$ cat src/rtl/nios_mtl_sysid_pkg.sv
// Shared types and constants for the system-ID reader and its read timer.
package nios_mtl_sysid_pkg;

  localparam int   SYSID_DATA_W  = 32;
  localparam logic SYSID_ADDR_ID = 1'b0;
  localparam logic SYSID_ADDR_TS = 1'b1;

  typedef enum logic [2:0] {
    ST_IDLE,
    ST_REQ_ID,
    ST_WAIT_ID,
    ST_REQ_TS,
    ST_WAIT_TS,
    ST_CHECK,
    ST_DONE
  } sysid_state_e;

  // States in which a read request is being presented on the bus.
  function automatic logic is_req(input sysid_state_e s);
    return (s == ST_REQ_ID) || (s == ST_REQ_TS);
  endfunction

  // States in which a read is outstanding and the timeout timer runs.
  function automatic logic is_active(input sysid_state_e s);
    return (s == ST_REQ_ID) || (s == ST_WAIT_ID) ||
           (s == ST_REQ_TS) || (s == ST_WAIT_TS);
  endfunction

endpackage

$ cat src/rtl/nios_mtl_sysid_rd_timer.sv
// Read timeout timer: counts enabled cycles since the last clear and flags
// the cycle in which the TIMEOUT_CYCLES-th enabled cycle is reached.
module nios_mtl_sysid_rd_timer #(
  parameter int TIMEOUT_CYCLES = 256
) (
  input  logic i_clock,
  input  logic i_reset,
  input  logic i_clr,
  input  logic i_en,
  output logic o_timeout
);

  localparam int          CW   = $clog2(TIMEOUT_CYCLES + 1);
  localparam logic [CW-1:0] LAST = CW'(TIMEOUT_CYCLES - 1);

  logic [CW-1:0] r_count;

  // Cycle counter; clear has priority, holds at LAST so it can never wrap.
  always_ff @(posedge i_clock) begin
    if (i_reset || i_clr) begin
      r_count <= '0;
    end else if (i_en && (r_count != LAST)) begin
      r_count <= r_count + 1'b1;
    end
  end

  assign o_timeout = i_en && (r_count == LAST);

endmodule

$ cat src/rtl/nios_mtl_sysid_reader.sv
// Avalon-MM read master that fetches the system-ID and build-timestamp words,
// compares them with the expected constants and reports match/timeout status.
module nios_mtl_sysid_reader
  import nios_mtl_sysid_pkg::*;
#(
  parameter logic [31:0] EXPECTED_ID       = 32'd0,
  parameter logic [31:0] EXPECTED_TS       = 32'd1460716791,
  parameter bit          USE_READDATAVALID = 1'b0,
  parameter int          TIMEOUT_CYCLES    = 256,
  parameter int          MAX_RETRIES       = 3
) (
  input  logic                    clock,
  input  logic                    reset,
  input  logic                    start,
  output logic                    avm_address,
  output logic                    avm_read,
  input  logic                    avm_waitrequest,
  input  logic                    avm_readdatavalid,
  input  logic [SYSID_DATA_W-1:0] avm_readdata,
  output logic [SYSID_DATA_W-1:0] id_value,
  output logic [SYSID_DATA_W-1:0] ts_value,
  output logic                    busy,
  output logic                    done,
  output logic                    id_match,
  output logic                    ts_match,
  output logic                    timeout_err,
  output logic [3:0]              retry_count
);

  localparam logic [3:0] MAX_RETRY_CNT = 4'(MAX_RETRIES);

  sysid_state_e r_state;
  sysid_state_e w_state_next;

  logic                    r_read;
  logic                    r_addr;
  logic [SYSID_DATA_W-1:0] r_id_value;
  logic [SYSID_DATA_W-1:0] r_ts_value;
  logic                    r_busy;
  logic                    r_done;
  logic                    r_id_match;
  logic                    r_ts_match;
  logic                    r_timeout_err;
  logic [3:0]              r_retry_count;

  logic w_read_next;
  logic w_addr_next;
  logic w_accept;
  logic w_timeout;
  logic w_timer_clr;
  logic w_timer_en;
  logic w_abort;
  logic w_start_seq;
  logic w_cap_id;
  logic w_cap_ts;
  logic w_retry;
  logic w_fail;

  // r_read is only ever high in a REQ state, so this is a bus-level acceptance.
  assign w_accept   = r_read && !avm_waitrequest;
  assign w_timer_en = is_active(r_state);

  nios_mtl_sysid_rd_timer #(
    .TIMEOUT_CYCLES(TIMEOUT_CYCLES)
  ) u_timer (
    .i_clock  (clock),
    .i_reset  (reset),
    .i_clr    (w_timer_clr),
    .i_en     (w_timer_en),
    .o_timeout(w_timeout)
  );

  // Next-state, capture strobes and next bus-output values.
  always_comb begin
    w_state_next = r_state;
    w_timer_clr  = 1'b0;
    w_abort      = 1'b0;
    w_start_seq  = 1'b0;
    w_cap_id     = 1'b0;
    w_cap_ts     = 1'b0;
    w_retry      = 1'b0;
    w_fail       = 1'b0;

    case (r_state)
      ST_IDLE, ST_DONE: begin
        if (start) begin
          w_start_seq  = 1'b1;
          w_timer_clr  = 1'b1;
          w_state_next = ST_REQ_ID;
        end
      end
      ST_REQ_ID: begin
        // Data (or acceptance) beats a timeout landing in the same cycle.
        if (w_accept) begin
          if (USE_READDATAVALID) begin
            w_state_next = ST_WAIT_ID;
          end else begin
            w_cap_id     = 1'b1;
            w_timer_clr  = 1'b1;
            w_state_next = ST_REQ_TS;
          end
        end else if (w_timeout) begin
          w_abort = 1'b1;
        end
      end
      ST_WAIT_ID: begin
        if (avm_readdatavalid) begin
          w_cap_id     = 1'b1;
          w_timer_clr  = 1'b1;
          w_state_next = ST_REQ_TS;
        end else if (w_timeout) begin
          w_abort = 1'b1;
        end
      end
      ST_REQ_TS: begin
        if (w_accept) begin
          if (USE_READDATAVALID) begin
            w_state_next = ST_WAIT_TS;
          end else begin
            w_cap_ts     = 1'b1;
            w_state_next = ST_CHECK;
          end
        end else if (w_timeout) begin
          w_abort = 1'b1;
        end
      end
      ST_WAIT_TS: begin
        if (avm_readdatavalid) begin
          w_cap_ts     = 1'b1;
          w_state_next = ST_CHECK;
        end else if (w_timeout) begin
          w_abort = 1'b1;
        end
      end
      ST_CHECK: begin
        w_state_next = ST_DONE;
      end
      default: begin
        w_state_next = ST_IDLE;
      end
    endcase

    // A timeout restarts the whole sequence from the ID word until the
    // retry budget is spent, then gives up with the match flags still clear.
    if (w_abort) begin
      if (r_retry_count < MAX_RETRY_CNT) begin
        w_retry      = 1'b1;
        w_timer_clr  = 1'b1;
        w_state_next = ST_REQ_ID;
      end else begin
        w_fail       = 1'b1;
        w_state_next = ST_DONE;
      end
    end

    // An aborted read drops the strobe for one cycle before re-issuing.
    w_read_next = is_req(w_state_next) && !w_abort;
    w_addr_next = ((w_state_next == ST_REQ_TS) || (w_state_next == ST_WAIT_TS)) ?
                  SYSID_ADDR_TS : SYSID_ADDR_ID;
  end

  // State, bus outputs, capture registers and status flags.
  always_ff @(posedge clock) begin
    if (reset) begin
      r_state       <= ST_IDLE;
      r_read        <= 1'b0;
      r_addr        <= SYSID_ADDR_ID;
      r_id_value    <= '0;
      r_ts_value    <= '0;
      r_busy        <= 1'b0;
      r_done        <= 1'b0;
      r_id_match    <= 1'b0;
      r_ts_match    <= 1'b0;
      r_timeout_err <= 1'b0;
      r_retry_count <= '0;
    end else begin
      r_state <= w_state_next;
      r_read  <= w_read_next;
      r_addr  <= w_addr_next;

      if (w_start_seq) begin
        r_id_value    <= '0;
        r_ts_value    <= '0;
        r_id_match    <= 1'b0;
        r_ts_match    <= 1'b0;
        r_timeout_err <= 1'b0;
        r_retry_count <= '0;
        r_done        <= 1'b0;
        r_busy        <= 1'b1;
      end

      if (w_cap_id) begin
        r_id_value <= avm_readdata;
      end
      if (w_cap_ts) begin
        r_ts_value <= avm_readdata;
      end
      if (w_retry) begin
        r_retry_count <= r_retry_count + 1'b1;
      end
      if (w_fail) begin
        r_timeout_err <= 1'b1;
      end

      if (r_state == ST_CHECK) begin
        r_id_match <= (r_id_value == EXPECTED_ID);
        r_ts_match <= (r_ts_value == EXPECTED_TS);
      end

      if ((w_state_next == ST_DONE) && (r_state != ST_DONE)) begin
        r_done <= 1'b1;
        r_busy <= 1'b0;
      end
    end
  end

  assign avm_address = r_addr;
  assign avm_read    = r_read;
  assign id_value    = r_id_value;
  assign ts_value    = r_ts_value;
  assign busy        = r_busy;
  assign done        = r_done;
  assign id_match    = r_id_match;
  assign ts_match    = r_ts_match;
  assign timeout_err = r_timeout_err;
  assign retry_count = r_retry_count;

endmodule

$ cat config.mk
export PLATFORM = sky130hd
export DESIGN_NAME = nios_mtl_sysid_reader
export DESIGN_NICKNAME = d
export VERILOG_FILES = /design/src/rtl/nios_mtl_sysid_pkg.sv /design/src/rtl/nios_mtl_sysid_rd_timer.sv /design/src/rtl/nios_mtl_sysid_reader.sv
export SDC_FILE = /design/constraint.sdc
export NUM_CORES = 1
export LEC_CHECK = 0
export CAP_MARGIN = 40
export CORE_MARGIN = 1
export CORE_UTILIZATION = 40
export CTS_CLUSTER_DIAMETER = 150
export DETAILED_ROUTE_END_ITERATION = 7
export GPL_TIMING_DRIVEN = 0
export PLACE_DENSITY = 0.7
export SLEW_MARGIN = 30
export SYNTH_ARGS = -nofsm -noshare
export SYNTH_HDL_FRONTEND = slang
export SYNTH_SLANG_ARGS = --single-unit
$ cat constraint.sdc
create_clock -name clock -period 2.3 [get_ports clock]
set_input_delay 0.46 -clock clock [delete_from_list [all_inputs] [get_ports clock]]
set_output_delay 0.46 -clock clock [all_outputs]
set_load 0.02 [all_outputs]
==> results of run 1 <==
layout make-up:
class | instances | area [um2]
Fill cell | 802 | 3660
Sequential cell | 87 | 1740
Multi-Input combinational cell | 316 | 1710
Timing Repair Buffer | 111 | 1110
Buffer | 33 | 156
Clock buffer | 10 | 138
Tap cell | 108 | 135
Clock inverter | 5 | 58.8
Inverter | 2 | 7.51
routing by layer:
layer,vias to the layer above,track usage,wire (um)
met5,-,0,0
met4,0,0.0631,109
met3,9,0.0368,697
met2,135,0.373,4890
met1,1712,0.293,4840
li1,1786,-,-
report_power, final:
part           switching (mW)  internal, mW  leakage, nW
Clock                   0.543         0.526       0.0944
Combinational           0.182         0.140        0.874
Sequential             0.0192          1.53        0.703
Total                   0.744          2.19         1.67
synth_stat cells, types with 2 or more instances:
cell type,count,area (um2)
sky130_fd_sc_hd__and4_1,2,17.5
sky130_fd_sc_hd__nor2b_1,3,18.8
sky130_fd_sc_hd__o21ai_0,3,15.0
sky130_fd_sc_hd__nor4bb_1,2,20.0
sky130_fd_sc_hd__and2_1,2,12.5
sky130_fd_sc_hd__clkbuf_1,26,97.6
sky130_fd_sc_hd__and3_1,4,25.0
sky130_fd_sc_hd__nand3_1,68,340
sky130_fd_sc_hd__inv_1,2,7.51
sky130_fd_sc_hd__or4_1,2,15.0
sky130_fd_sc_hd__dfxtp_1,87,1740
sky130_fd_sc_hd__nand4_1,6,37.5
sky130_fd_sc_hd__nand4b_1,2,17.5
sky130_fd_sc_hd__nor2_1,18,67.6
sky130_fd_sc_hd__a31oi_1,3,18.8
sky130_fd_sc_hd__nand2b_1,4,25.0
sky130_fd_sc_hd__nor4_1,11,68.8
sky130_fd_sc_hd__nor3_1,2,10.0
sky130_fd_sc_hd__nor3b_1,4,30.0
sky130_fd_sc_hd__ha_1,3,37.5
sky130_fd_sc_hd__nand2_1,77,289
sky130_fd_sc_hd__buf_6,2,22.5
sky130_fd_sc_hd__mux2i_1,2,20.0
sky130_fd_sc_hd__nor4b_1,2,17.5
sky130_fd_sc_hd__buf_2,6,30.0
sky130_fd_sc_hd__nand3b_1,2,15.0
sky130_fd_sc_hd__a21oi_1,71,355
sky130_fd_sc_hd__xor2_1,6,52.6
sky130_fd_sc_hd__xnor2_1,2,17.5
sky130_fd_sc_hd__mux2_2,2,22.5
state kept, by name, indices dropped and copies added (netlist names):
signal	count
id_value	32
ts_value	32
u_timer.r_count	9
retry_count	4
r_state	3
avm_address	1
avm_read	1
busy	1
done	1
id_match	1
timeout_err	1
ts_match	1
worst paths after layout:
kind	start	end	slack, ps	cells after the start
max	u_timer.r_count[5]	u_timer.r_count[8]	120	9
min	ts_match	ts_match	480	2
max reg2reg	u_timer.r_count[5]	u_timer.r_count[8]	120	9
min reg2reg	ts_match	ts_match	480	2
per-stage QoR:
step	TNS (ps)	setup WS (ps)	util	std cells
finish	0	120	0.580	672
floorplan	0	251	-	439
detailed placement	-18240	-430	0.555	658
global route	0	26.9	0.580	672
global placement	-17520	-391	0.555	658
CTS	0	67.1	0.579	673
kinds of logic (layout without fill, tap and decap cells):
family / Yosys count / after routing / share of synthesized area
buf+inv: 36 / 161 / 0.0438
simple gates: 215 / 215 / 0.297
compound gates: 85 / 85 / 0.129
mux: 4 / 4 / 0.0118
xor+xnor: 9 / 9 / 0.0240
flops: 87 / 87 / 0.484
fa+ha+maj: 3 / 3 / 0.0104
what timing repair did:
| item | in CTS | in global routing |
|---|---|---|
| pin swaps | 0 | 0 |
| resized for setup | 1 | 15 |
| endpoints found under the setup margin | 28 | 37 |
| setup buffers | 0 | 0 |
worst max-delay path, cell delays in order, from the launching register on:
cell,delay [ps]
sky130_fd_sc_hd__dfxtp_1,330
sky130_fd_sc_hd__and3_1,190
sky130_fd_sc_hd__and2_1,160
sky130_fd_sc_hd__and4_1,200
sky130_fd_sc_hd__ha_2,200
sky130_fd_sc_hd__and4_1,150
sky130_fd_sc_hd__buf_2,150
sky130_fd_sc_hd__or4_1,400
sky130_fd_sc_hd__clkbuf_4,200
sky130_fd_sc_hd__a211oi_2,140
==> impl_results.rst, run 1 <==
.. list-table::
   :header-rows: 1

   * - Metric
     - Value
   * - CP Data Required Time
     - roughly 2600 ps
   * - RSZ-0062 raised after global routing
     - false
   * - Iteration count of the initial detailed-routing pass
     - 5
   * - Post-detail-place hpwl
     - around 8 mm
   * - Detailed Route WL
     - 10.5 mm
   * - Register area share after synthesis
     - 0.484
   * - Mapped cell area
     - ~3600 um2
   * - Fin Hold WS
     - ~480 ps
   * - Fraction of final layout cells sized beyond drive strength 1
     - 0.0709
   * - Worst VDD drop
     - 0.361 mV
   * - CTS Buf Count
     - 9
   * - Hold Vio Cnt, Final
     - 0
   * - Slew margin rel.
     - 0.626
   * - DR WL/cell
     - approximately 16 um
   * - Io pins
     - 112
   * - Clock root buffer
     - sky130_fd_sc_hd__clkbuf_8
   * - Vias per Instance
     - approximately 5.4
   * - Pin slew with the least headroom to its limit
     - roughly 560 ps
   * - Top achievable clock speed
     - 0.459 GHz
   * - Chip height
     - 96.8 um
   * - Synthesized area divided by synthesized cell count
     - just over 8 um2
   * - Placer's final routability congestion estimate
     - ~0.8
   * - Horizontal die dimension
     - 96.8 um
   * - Starting utilization of the core area
     - 0.412
   * - Count of flip-flops with a built-in enable after synthesis
     - 0
   * - Number of nets with antenna violations after routing
     - 0
   * - CTS sink count
     - a little under 90
   * - Fin crit share
     - 0.948
   * - Leakage power figure
     - approximately 1.7 nW
   * - Maximum number of pins on one net before global-route repair
     - 15
   * - Die area
     - ~9400 um2
   * - Most common cell after layout, fill and taps aside
     - sky130_fd_sc_hd__clkdlybuf4s50_1
   * - Clock transition at the registers of the reported paths
     - roughly 80 ps
   * - Peak fanout along the critical path
     - 9
   * - Fin. max-slew vios
     - 0
   * - Count of unresolved DRC violations after routing
     - 0
   * - Kind of critical path
     - reg -> reg
   * - Standard cell core area
     - 8720 um2
   * - Overall power after layout
     - 2.94 mW
   * - Syn-to-layout area delta
     - 40.7%
   * - Total number of H-tree levels
     - 3
   * - Library cells used by synthesis
     - 43
   * - Hold-fix buffers at CTS
     - 0
   * - Initial drt markers
     - 191
   * - Commonest non-fill, non-tap cells in the layout
     - 111 x sky130_fd_sc_hd__clkdlybuf4s50_1, 87 x sky130_fd_sc_hd__dfxtp_1, 77 x sky130_fd_sc_hd__nand2_1, 71 x sky130_fd_sc_hd__a21oi_1, 68 x sky130_fd_sc_hd__nand3_1
   * - PortBufs
     - ~110
   * - Worst Setup End Kind
     - flop
   * - Post-route cell area
     - 5060 um2
   * - Skew-Pair Late Insertion Delay
     - about 350 ps
   * - Vias in the first global route
     - 3,374
   * - GR Util All Layers
     - 0.222
   * - Overflow left after global routing
     - 0
   * - Antenna violations before repair
     - 0
   * - Most used DFF post-synth
     - sky130_fd_sc_hd__dfxtp_1
   * - Gate count of the mapped netlist
     - 439
   * - Buffer levels on the longest clock path
     - 2
   * - Number of cell rows
     - 34
   * - Result of the run
     - completed
   * - Number of antenna diodes
     - 0
   * - Final net count
     - 600
   * - Worst setup skew after layout
     - around 8 ps
   * - Class of the most critical hold timing path
     - reg -> reg
   * - Vias
     - approximately 3,600
   * - Critical path startpoint category
     - flop
   * - Max Cap Viol
     - 0
   * - Synth Net Count
     - 479
   * - TritonCTS clock tree
     - built
   * - Asr flop ratio synth
     - 0
   * - Number of endpoints failing setup at the final stage
     - 0
   * - Fin crit period
     - between 2000 and 2500 ps
   * - Yosys warnings
     - 0
   * - Endpoint arrival time on the critical path
     - 2450 ps
   * - Global-route wire length before repair
     - approximately 17 mm
   * - Power Dens Cells
     - just under 600 nW/um2
   * - Post-synthesis register bit count
     - between 80 and 90
   * - Placement-stage cell area
     - between 4000 and 5000 um2
Note: power is estimated with default switching activity, not from simulation.
==> inputs of run 2 (changes only) <==
- RECOVER_POWER: default -> 25
==> impl_results.rst, run 2 (synthesis results as in run 1) <==
.. list-table::
   :header-rows: 1

   * - Metric
     - Value
   * - PortBufs
     - 111 (unchanged)
   * - Fin. max-slew vios
     - 0 (unchanged)
   * - Worst VDD drop
     - 0.360 mV (-0.15%)
   * - Fin Hold WS
     - 475 ps (-5.34 ps)
   * - Class of the most critical hold timing path
     - reg -> reg
   * - Top achievable clock speed
     - 0.459 GHz (about the same)
   * - Initial drt markers
     - 179 (-6.3%)
   * - Syn-to-layout area delta
     - 40.5%
   * - Worst setup skew after layout
     - 10.0 ps (+2.16 ps)
   * - Die area
     - 9380 um2 (unchanged)
   * - RSZ-0062 raised after global routing
     - false
   * - Met2 wire length
     - 4.87 mm (-0.31%)
   * - Endpoint arrival time on the critical path
     - 2450 ps (about the same)
   * - Commonest non-fill, non-tap cells in the layout
     - 87 x sky130_fd_sc_hd__dfxtp_1, 77 x sky130_fd_sc_hd__nand2_1, 76 x sky130_fd_sc_hd__clkdlybuf4s50_1, 71 x sky130_fd_sc_hd__a21oi_1, 68 x sky130_fd_sc_hd__nand3_1
   * - Fraction of final layout cells sized beyond drive strength 1
     - 0.0691 (-0.00177)
   * - Fin crit period
     - 2180 ps (+0.473 ps)
   * - Vias
     - 3,674 (+0.88%)
   * - Fin crit share
     - 0.948 (about the same)
   * - Top metal layer carrying routed signals
     - met4
   * - Final std cells w/o fill
     - 672 (unchanged)
   * - Detailed Route WL
     - 10.5 mm (-0.42%)
   * - Count of unresolved DRC violations after routing
     - 0 (unchanged)
   * - Horizontal die dimension
     - 96.8 um (unchanged)
   * - Slew margin rel.
     - 0.627 (about the same)
   * - Result of the run
     - completed
   * - Post-Place Worst Slack
     - -430 ps (unchanged)
   * - Worst Setup End Kind
     - flop
   * - CP Data Required Time
     - 2570 ps (about the same)
   * - Global-route wire length before repair
     - 16.8 mm (unchanged)
   * - Most common cell after layout, fill and taps aside
     - sky130_fd_sc_hd__dfxtp_1
   * - Overflow left after global routing
     - 0 (unchanged)
   * - GR Util All Layers
     - 0.222 (unchanged)
   * - Kind of critical path
     - reg -> reg
   * - CTS sink count
     - 87 (unchanged)
   * - Number of cell rows
     - 34 (unchanged)
   * - Leakage power figure
     - 1.79 nW (+7.1%)
   * - Max Cap Viol
     - 0 (unchanged)
   * - Io pins
     - 112 (unchanged)
   * - Antenna violations before repair
     - 0 (unchanged)
   * - Pin slew with the least headroom to its limit
     - 559 ps (-0.242 ps)
   * - Number of antenna diodes
     - 0 (unchanged)
   * - Iteration count of the initial detailed-routing pass
     - 5 (unchanged)
   * - Buffer levels on the longest clock path
     - 2 (unchanged)
   * - Clock transition at the registers of the reported paths
     - 80 ps (about the same)
   * - Cells after DPL
     - 658 (unchanged)
   * - Critical path startpoint category
     - flop
   * - Vias per Instance
     - 5.47 (+0.88%)
   * - Skew-Pair Late Insertion Delay
     - 350 ps (about the same)
   * - Vias in the first global route
     - 3,374 (unchanged)
   * - Number of nets with antenna violations after routing
     - 0 (unchanged)
   * - TritonCTS clock tree
     - built
   * - Clock root buffer
     - sky130_fd_sc_hd__clkbuf_8
   * - Peak fanout along the critical path
     - 9 (unchanged)
   * - Standard cell core area
     - 8720 um2 (unchanged)
   * - Power Dens Cells
     - 580 nW/um2 (about the same)
   * - Maximum number of pins on one net before global-route repair
     - 15 (unchanged)
   * - Post-detail-place hpwl
     - 8.01 mm (unchanged)
   * - Post-layout worst setup margin
     - 120 ps (-0.473 ps)
   * - DR WL/cell
     - 15.6 um (-0.42%)
   * - Placer's final routability congestion estimate
     - 0.824 (unchanged)
   * - Met1 WL
     - 4.78 mm (-1.1%)
   * - Total number of H-tree levels
     - 3 (unchanged)
   * - Detailed route wirelength on metal3
     - 711 um (+2.0%)
   * - Chip height
     - 96.8 um (unchanged)
   * - Number of endpoints failing setup at the final stage
     - 0 (unchanged)
   * - Starting utilization of the core area
     - 0.412 (unchanged)
   * - Final net count
     - 600 (unchanged)
   * - Hold Vio Cnt, Final
     - 0 (unchanged)
   * - CTS Buf Count
     - 9 (unchanged)
   * - # fillers
     - 804 (+0.25%)
==> run 2: cell types whose count changed in the layout (fill, tap and decap cells not counted) <==
| cell | change |
|---|---|
| sky130_fd_sc_hd__clkdlybuf4s50_1 | -35 |
| sky130_fd_sc_hd__dlygate4sd3_1 | +35 |
| sky130_fd_sc_hd__xnor2_1 | +1 |
| sky130_fd_sc_hd__xnor2_2 | -1 |
==> run 2: repair_timing <==
item                                    in CTS  in global routing
cloned                                       0                  0
buffers inserted                             0                  0
pin swaps                                    0                  0
hold buffers                                 0                  0
resized for setup                            1                 15
endpoints found under the hold margin        0                  0
endpoints found under the setup margin      28                 37
==> run 2: worst max-delay path, cell delays in order, from the launching register on <==
cell	delay, ps
sky130_fd_sc_hd__dfxtp_1	330
sky130_fd_sc_hd__and3_1	190
sky130_fd_sc_hd__and2_1	160
sky130_fd_sc_hd__and4_1	200
sky130_fd_sc_hd__ha_2	200
sky130_fd_sc_hd__and4_1	150
sky130_fd_sc_hd__buf_2	150
sky130_fd_sc_hd__or4_1	400
sky130_fd_sc_hd__clkbuf_4	200
sky130_fd_sc_hd__a211oi_2	140
==> run 2: cell type report <==
class / instances / area, um2 / share of cell area
sequential: 87 / 1740 / 0.345
clock buffer: 10 / 138 / 0.0272
inverter: 2 / 7.51 / 0.00149
timing repair buffer: 111 / 1110 / 0.220
multi-input combinational: 316 / 1710 / 0.337
clock inverter: 5 / 58.8 / 0.0116
buffer: 33 / 156 / 0.0309
tap: 108 / 135 / 0.0267
==> run 2: routing by layer <==
layer  global-route usage  vias up
li1                     -     1791
met5                    0        -
met2                0.373      140
met4               0.0631        0
met3               0.0368       13
met1                0.293     1730
==> run 2: worst paths after layout <==
kind | slack (ps) | start | end | depth (start not counted)
max | 120 | u_timer.r_count[5] | u_timer.r_count[8] | 9
min | 470 | ts_match | ts_match | 2
max reg2reg | 120 | u_timer.r_count[5] | u_timer.r_count[8] | 9
min reg2reg | 470 | ts_match | ts_match | 2
==> run 2: power breakdown <==
group | switching [mW] | total [mW] | leakage, nW | internal [mW]
clock network | 0.541 | 1.07 | 0.0944 | 0.526
logic | 0.182 | 0.319 | 0.994 | 0.137
registers | 0.0186 | 1.55 | 0.703 | 1.53
total | 0.742 | 2.93 | 1.79 | 2.19
==> run 2: metrics by stage <==
step / total power [mW] / utilization / setup TNS (ps) / area [um2]
detailed placement: 1.90 / 0.555 / -18240 / 4840
finish: 2.93 / 0.579 / 0 / 5050
global route: 3.04 / 0.579 / 0 / 5050
CTS: 2.95 / 0.579 / 0 / 5050
global placement: 1.90 / 0.555 / -17520 / 4840
floorplan: 1.74 / - / 0 / 3600
